==> src/rtl/uart_pkg.sv <==
// Shared types for the framed UART transmitter: parity mode and serializer state.
package uart_pkg;

    typedef enum logic [1:0] {
        PARITY_NONE,
        PARITY_ODD,
        PARITY_EVEN
    } parity_t;

    typedef enum logic [2:0] {
        IDLE,
        START,
        DATA,
        PARITY,
        STOP
    } tx_state_t;

endpackage

==> src/rtl/uart_fifo.sv <==
// Synchronous FIFO buffering words ahead of the UART serializer.
module uart_fifo #(
    parameter int unsigned WIDTH = 8,
    parameter int unsigned DEPTH = 4
) (
    input  logic                           clk,
    input  logic                           rst_n,
    input  logic                           push,
    input  logic [WIDTH-1:0]               push_data,
    input  logic                           pop,
    output logic [WIDTH-1:0]               pop_data,
    output logic                           full,
    output logic                           empty,
    output logic [$clog2(DEPTH+1)-1:0]     level
);

    localparam int unsigned PTR_W = $clog2(DEPTH);
    localparam int unsigned LVL_W = $clog2(DEPTH + 1);

    if (DEPTH < 2 || (DEPTH & (DEPTH - 1)) != 0) begin : g_bad_depth
        $error("uart_fifo: DEPTH must be a power of two >= 2");
    end

    logic [WIDTH-1:0] r_mem [DEPTH];
    logic [PTR_W-1:0] r_wr_ptr;
    logic [PTR_W-1:0] r_rd_ptr;
    logic [LVL_W-1:0] r_level;
    logic             w_do_push;
    logic             w_do_pop;

    // A push into a full FIFO is refused even when a pop frees a slot on the same edge.
    assign w_do_push = push && !full;
    assign w_do_pop  = pop && !empty;

    always_ff @(posedge clk) begin
        if (w_do_push) begin
            r_mem[r_wr_ptr] <= push_data;
        end
    end

    always_ff @(posedge clk) begin
        if (!rst_n) begin
            r_wr_ptr <= '0;
            r_rd_ptr <= '0;
            r_level  <= '0;
        end else begin
            if (w_do_push) begin
                r_wr_ptr <= r_wr_ptr + PTR_W'(1);
            end
            if (w_do_pop) begin
                r_rd_ptr <= r_rd_ptr + PTR_W'(1);
            end
            if (w_do_push && !w_do_pop) begin
                r_level <= r_level + LVL_W'(1);
            end else if (w_do_pop && !w_do_push) begin
                r_level <= r_level - LVL_W'(1);
            end
        end
    end

    assign pop_data = r_mem[r_rd_ptr];
    assign full     = (r_level == LVL_W'(DEPTH));
    assign empty    = (r_level == '0);
    assign level    = r_level;

endmodule

==> src/rtl/uart_tx_framed.sv <==
// UART transmitter: stream input into a FIFO, serialised LSB-first with configurable framing.
module uart_tx_framed
    import uart_pkg::*;
#(
    parameter int unsigned CLK_DIV    = 868,
    parameter int unsigned DATA_BITS  = 8,
    parameter parity_t     PARITY     = PARITY_NONE,
    parameter int unsigned STOP_BITS  = 1,
    parameter int unsigned FIFO_DEPTH = 4
) (
    input  logic                              clk,
    input  logic                              rst_n,
    input  logic                              axi_valid,
    output logic                              axi_ready,
    input  logic [DATA_BITS-1:0]              axi_data,
    output logic                              uart_tx,
    output logic                              busy,
    output logic [$clog2(FIFO_DEPTH+1)-1:0]   fifo_level
);

    localparam int unsigned CNT_W = $clog2(CLK_DIV);
    localparam int unsigned BIT_W = $clog2(DATA_BITS + 1);
    localparam logic [CNT_W-1:0] BAUD_LAST = CNT_W'(CLK_DIV - 1);
    localparam logic [BIT_W-1:0] DATA_LAST = BIT_W'(DATA_BITS - 1);
    localparam logic [BIT_W-1:0] STOP_LAST = BIT_W'(STOP_BITS - 1);

    if (CLK_DIV < 2) begin : g_bad_div
        $error("uart_tx_framed: CLK_DIV must be >= 2");
    end
    if (DATA_BITS < 5 || DATA_BITS > 9) begin : g_bad_bits
        $error("uart_tx_framed: DATA_BITS must be 5..9");
    end
    if (STOP_BITS < 1 || STOP_BITS > 2) begin : g_bad_stop
        $error("uart_tx_framed: STOP_BITS must be 1 or 2");
    end

    tx_state_t            r_state;
    logic                 r_tx;
    logic [CNT_W-1:0]     r_baud;
    logic [BIT_W-1:0]     r_bit;
    logic [DATA_BITS-1:0] r_shift;
    logic                 r_par;
    logic [DATA_BITS-1:0] w_fifo_data;
    logic                 w_full;
    logic                 w_empty;
    logic                 w_baud_last;
    logic                 w_stop_done;
    logic                 w_pop;

    assign w_baud_last = (r_baud == BAUD_LAST);
    assign w_stop_done = (r_state == STOP) && w_baud_last && (r_bit == STOP_LAST);
    // Popping on the last stop cycle chains frames with no idle gap.
    assign w_pop       = !w_empty && ((r_state == IDLE) || w_stop_done);

    uart_fifo #(
        .WIDTH (DATA_BITS),
        .DEPTH (FIFO_DEPTH)
    ) u_fifo (
        .clk       (clk),
        .rst_n     (rst_n),
        .push      (axi_valid && axi_ready),
        .push_data (axi_data),
        .pop       (w_pop),
        .pop_data  (w_fifo_data),
        .full      (w_full),
        .empty     (w_empty),
        .level     (fifo_level)
    );

    always_ff @(posedge clk) begin
        if (!rst_n) begin
            r_state <= IDLE;
            r_tx    <= 1'b1;
            r_baud  <= '0;
            r_bit   <= '0;
            r_shift <= '0;
            r_par   <= 1'b0;
        end else begin
            if (r_state == IDLE || w_baud_last) begin
                r_baud <= '0;
            end else begin
                r_baud <= r_baud + CNT_W'(1);
            end
            if (w_pop) begin
                r_shift <= w_fifo_data;
                r_par   <= (^w_fifo_data) ^ (PARITY == PARITY_ODD);
            end
            unique case (r_state)
                IDLE: begin
                    if (w_pop) begin
                        r_tx    <= 1'b0;
                        r_state <= START;
                    end
                end
                START: begin
                    if (w_baud_last) begin
                        r_tx    <= r_shift[0];
                        r_shift <= r_shift >> 1;
                        r_bit   <= '0;
                        r_state <= DATA;
                    end
                end
                DATA: begin
                    if (w_baud_last) begin
                        if (r_bit == DATA_LAST) begin
                            r_bit <= '0;
                            if (PARITY != PARITY_NONE) begin
                                r_tx    <= r_par;
                                r_state <= uart_pkg::PARITY;
                            end else begin
                                r_tx    <= 1'b1;
                                r_state <= STOP;
                            end
                        end else begin
                            r_bit   <= r_bit + BIT_W'(1);
                            r_tx    <= r_shift[0];
                            r_shift <= r_shift >> 1;
                        end
                    end
                end
                uart_pkg::PARITY: begin
                    if (w_baud_last) begin
                        r_tx    <= 1'b1;
                        r_bit   <= '0;
                        r_state <= STOP;
                    end
                end
                STOP: begin
                    if (w_stop_done) begin
                        r_bit <= '0;
                        if (w_pop) begin
                            r_tx    <= 1'b0;
                            r_state <= START;
                        end else begin
                            r_state <= IDLE;
                        end
                    end else if (w_baud_last) begin
                        r_bit <= r_bit + BIT_W'(1);
                    end
                end
                default: begin
                    r_tx    <= 1'b1;
                    r_state <= IDLE;
                end
            endcase
        end
    end

    assign axi_ready = rst_n && !w_full;
    assign uart_tx   = r_tx;
    assign busy      = !w_empty || (r_state != IDLE);

endmodule

==> config.mk <==
export PLATFORM = sky130hd
export DESIGN_NAME = uart_tx_framed
export DESIGN_NICKNAME = d
export VERILOG_FILES = /design/src/rtl/uart_pkg.sv /design/src/rtl/uart_fifo.sv /design/src/rtl/uart_tx_framed.sv
export SDC_FILE = /design/constraint.sdc
export NUM_CORES = 1
export LEC_CHECK = 0
export BUFFER_PORTS_ARGS = -buffer_cell sky130_fd_sc_hd__buf_2
export CORE_MARGIN = 2
export CORE_UTILIZATION = 54
export CTS_CLUSTER_DIAMETER = 40
export CTS_CLUSTER_SIZE = 10
export DETAILED_ROUTE_END_ITERATION = 8
export GPL_TIMING_DRIVEN = 0
export HOLD_SLACK_MARGIN = 0.05
export PLACE_DENSITY = 0.75
export REMOVE_ABC_BUFFERS = 1
export SKIP_LAST_GASP = 1
export SYNTH_ARGS = -nofsm -noshare
export SYNTH_HDL_FRONTEND = slang
export SYNTH_SLANG_ARGS = --single-unit
==> constraint.sdc <==
create_clock -name clk -period 2.6 [get_ports clk]
set_clock_uncertainty 0.2 [all_clocks]
set_input_delay 0.52 -clock clk [delete_from_list [all_inputs] [get_ports clk]]
set_output_delay 0.52 -clock clk [all_outputs]
set_load 0.02 [all_outputs]
==> flow_summary_export.csv <==
group,metric,value,unit
detailed_routing,vias_per_cell,5.50,
detailed_routing,drt-total-wl,5010,um
detailed_routing,drt_iter0_drc,114,
setup_path,slowest_delay,0.40,ns
clocking,tritoncts,"yes",
timing,rsz0062_at_grt,"true",
synth,yosys_register_bits,67,
global_routing,wire_length_of_the_first_global_routing_pass,8460,um
global_routing,number_of_antenna_violations_at_the_first_check_in_global_routing,0,
setup_path,start_kind,"register",
placement,buffer_ports.inserted,16,
timing,highest_attainable_clock_frequency,0.367,GHz
timing,post-route-worst-setup-slack,-0.127,ns
detailed_routing,wl_per_cell,14.3,um
setup_path,path_common_cell,"ha_4",
synth,synth_seq_area_share,56.7,%
finish,area.growth.synth_to_final,14.4,%
timing,period_minus_slack,2.73,ns
clocking,cts-root-to-sink-buffers,2,
synth,synthArstFlopShare,0,%
setup_path,cp.arrival,2.79,ns
finish,finish.utilization,64.9,%
synth,yosys_most_used_dff,"dfxtp_1",
placement,detailed_place_hpwl,3190,um
finish,design.final.nets,296,
synth,synth_top_cell_area_share,32.8,%
floorplan,placeableCoreArea,5170,um2
setup_path,cp-end-kind,"register",
synth,synth_cells,253,
floorplan,die_h,77.7,um
outcome,run_status,"complete, but fails checks",
finish,antenna_cells_inserted,0,
floorplan,initial_utilization,56.7,%
clocking,clock_sink_count,67,
setup_path,path_delay_family,"simple AND/OR/NAND/NOR gates",
floorplan,die_width,77.7,um
detailed_routing,initial_drt_pass_iterations,4,
flow_run,max-cap-violations,0,
synth,netlist_area,2930,um2
power_and_ir_drop,report.power.total,2.94,mW
floorplan,number_of_primary_i_o_pins,17,
setup_path,worst-endpoint-required,2.66,ns
detailed_routing,remaining_drc_errors,0,
timing,timing.final.hold_violations,0,
timing,setup_viol,2,
clocking,cts_made_buffers,9,
synth,synth_edf_count,32,
clocking,ctsRootBufferMaster,"clkbuf_8",
synth,synth_warnings,0,
placement,post_placement_setup_slack,-0.727,ns
detailed_routing,dr_total_vias,1930,
timing,timing.final.crit_share,105,%
timing,report.final.slew_viol_count,0,
setup_path,cp_slowest_cell,"or3b_4",
floorplan,dieArea,6040,um2
detailed_routing,ant_nets,0,
timing,worst_pin_slew,0.604,ns
global_routing,grt_max_degree,17,
setup_path,crit_fanout,2,
synth,synth_top_cell_by_area,"edfxtp_1",
timing,max-slew-margin-rel,59.4,%
power_and_ir_drop,ir_drop,0.573,mV
placement,place_congestion,0.808,
synth,mean_post_synth_cell_area,11.6,um2
power_and_ir_drop,cellLeakagePower,1.19,nW
synth,synth_most_common_cell,"dfxtp_1",
finish,post_route_cells_drive_above_1_share,23.1,%
global_routing,globalRouteTotalUtil,18.4,%
clocking,clock_insertion_delay_worst_skew,0.34,ns
clocking,cts-hold-fix-buffers,0,
synth,yosysUniqueCellTypes,50,
min_path,hp-class,"in -> reg",
global_routing,grt_overflow,0,
setup_path,cp_num_buf_inv,2,
setup_path,timing.setup.critical_path_class,"reg -> reg",
global_routing,number_of_global_route_vias_before_repair,1789,
outcome,failed_checks,"setup timing",
setup_path,cp_cell_sequence,"ha_4 > or3b_4 > o41ai_4 > and2_4 > inv_8 > ha_4 > inv_2 > fa_2 > xor2_1 > or3_1 > a21oi_1",
synth,synthTopCellsByCount,"35 x dfxtp_1, 32 x edfxtp_1, 27 x nand2_1",
synth,top_cells_by_area_synth,"edfxtp_1 33%, dfxtp_1 24%, mux4_2 6.1%",
placement,placed_cells,327,
clocking,cts_max_level,3,
power_and_ir_drop,power_density,875,nW/um2
finish,fin_cells,351,
clocking,cts.reportedPaths.clkPinSlew,0.07,ns
floorplan,row_count,26,
==> worst paths after layout <==
path                            depth (start not counted)  slack [ns]                  to         from
worst max-delay path                                   11       -0.13     u_fifo.level[2]    r_baud[1]
worst min-delay path                                    1        0.19  u_fifo.r_mem[3][2]  axi_data[2]
worst max register to register                         11       -0.13     u_fifo.level[2]    r_baud[1]
worst min register to register                          2        0.26          r_shift[5]   r_shift[5]
==> report_power, final <==
group	switching (mW)	total, mW	leakage [nW]	internal, mW
sequential	0.135	1.38	0.577	1.24
clock	0.399	0.838	0.0931	0.439
combinational	0.383	0.721	0.516	0.338
total	0.917	2.94	1.19	2.02
==> per-layer routing <==
layer  global-route usage (%)  vias up  wire length (um)
met2                     27.2       40              2260
met3                     4.53        9               242
met4                     10.7        0               117
met5                        0        -                 0
met1                     24.7      909              2380
li1                         -      972                 -
==> flip-flops by register name, summed over array words and instances (netlist names), named ones only <==
register / cells
uart_tx: 1
r_baud: 10
r_shift: 8
u_fifo.r_wr_ptr: 2
r_bit: 4
u_fifo.r_rd_ptr: 2
u_fifo.r_mem: 32
u_fifo.level: 3
r_state: 3
==> per-stage QoR <==
step                hold WS (ns)  instance area (um2)  setup TNS (ns)
CTS                        0.182                 3340          -0.141
global placement           0.227                 3030           -1.58
floorplan                  0.213                 2870          -0.643
global route               0.190                 3350          -0.485
finish                     0.190                 3350          -0.226
detailed placement         0.236                 3030           -1.80
==> cells by family (layout without fill, tap and decap cells) <==
| kind of cell | Yosys count | after routing | synth area share [%] |
|---|---|---|---|
| AOI/OAI and AO/OA | 43 | 43 | 9.81 |
| xor gates and xnor gates | 13 | 13 | 3.88 |
| adders and majority gates | 9 | 9 | 4.10 |
| buffers and inverters | 21 | 49 | 3.46 |
| DFF | 67 | 67 | 56.7 |
| muxes | 9 | 9 | 6.48 |
| and+or+nand+nor | 91 | 91 | 15.6 |
==> placed cells by master (no fill, tap or decap), types with 2 or more instances in the layout <==
cell / n
a21oi_1: 7
a2bb2oi_1: 2
a31oi_1: 10
and3_1: 7
buf_2: 16
buf_4: 8
clkbuf_8: 9
clkinv_2: 2
clkinvlp_4: 2
dfxtp_1: 33
dfxtp_2: 2
edfxtp_1: 32
ha_1: 6
ha_4: 2
inv_1: 7
mux4_2: 8
nand2_1: 27
nand3_1: 10
nand3b_1: 2
nor2_1: 21
nor2b_1: 2
nor3_1: 6
o21ai_0: 9
o21ai_2: 2
o22ai_1: 2
or3_1: 2
or3b_4: 2
xnor2_1: 4
xor2_1: 9
==> final cells by class <==
| type | instances | area [um2] |
|---|---|---|
| clock buffer | 9 | 124 |
| clock inverter | 7 | 67.6 |
| fill | 383 | 1820 |
| inverter | 9 | 41.3 |
| multi-input combinational | 165 | 1230 |
| sequential | 67 | 1660 |
| tap | 70 | 87.6 |
| timing repair buffer | 24 | 140 |
==> timing repair <==
item | CTS | global route
pin swaps | 5 | 0
buffers inserted | 7 | 1
hold endpoints to repair | 0 | 0
gates cloned | 0 | 0
resized for setup | 17 | 1
setup endpoints to repair | 3 | 2
No activity file was read; power rests on OpenSTA's default activity.
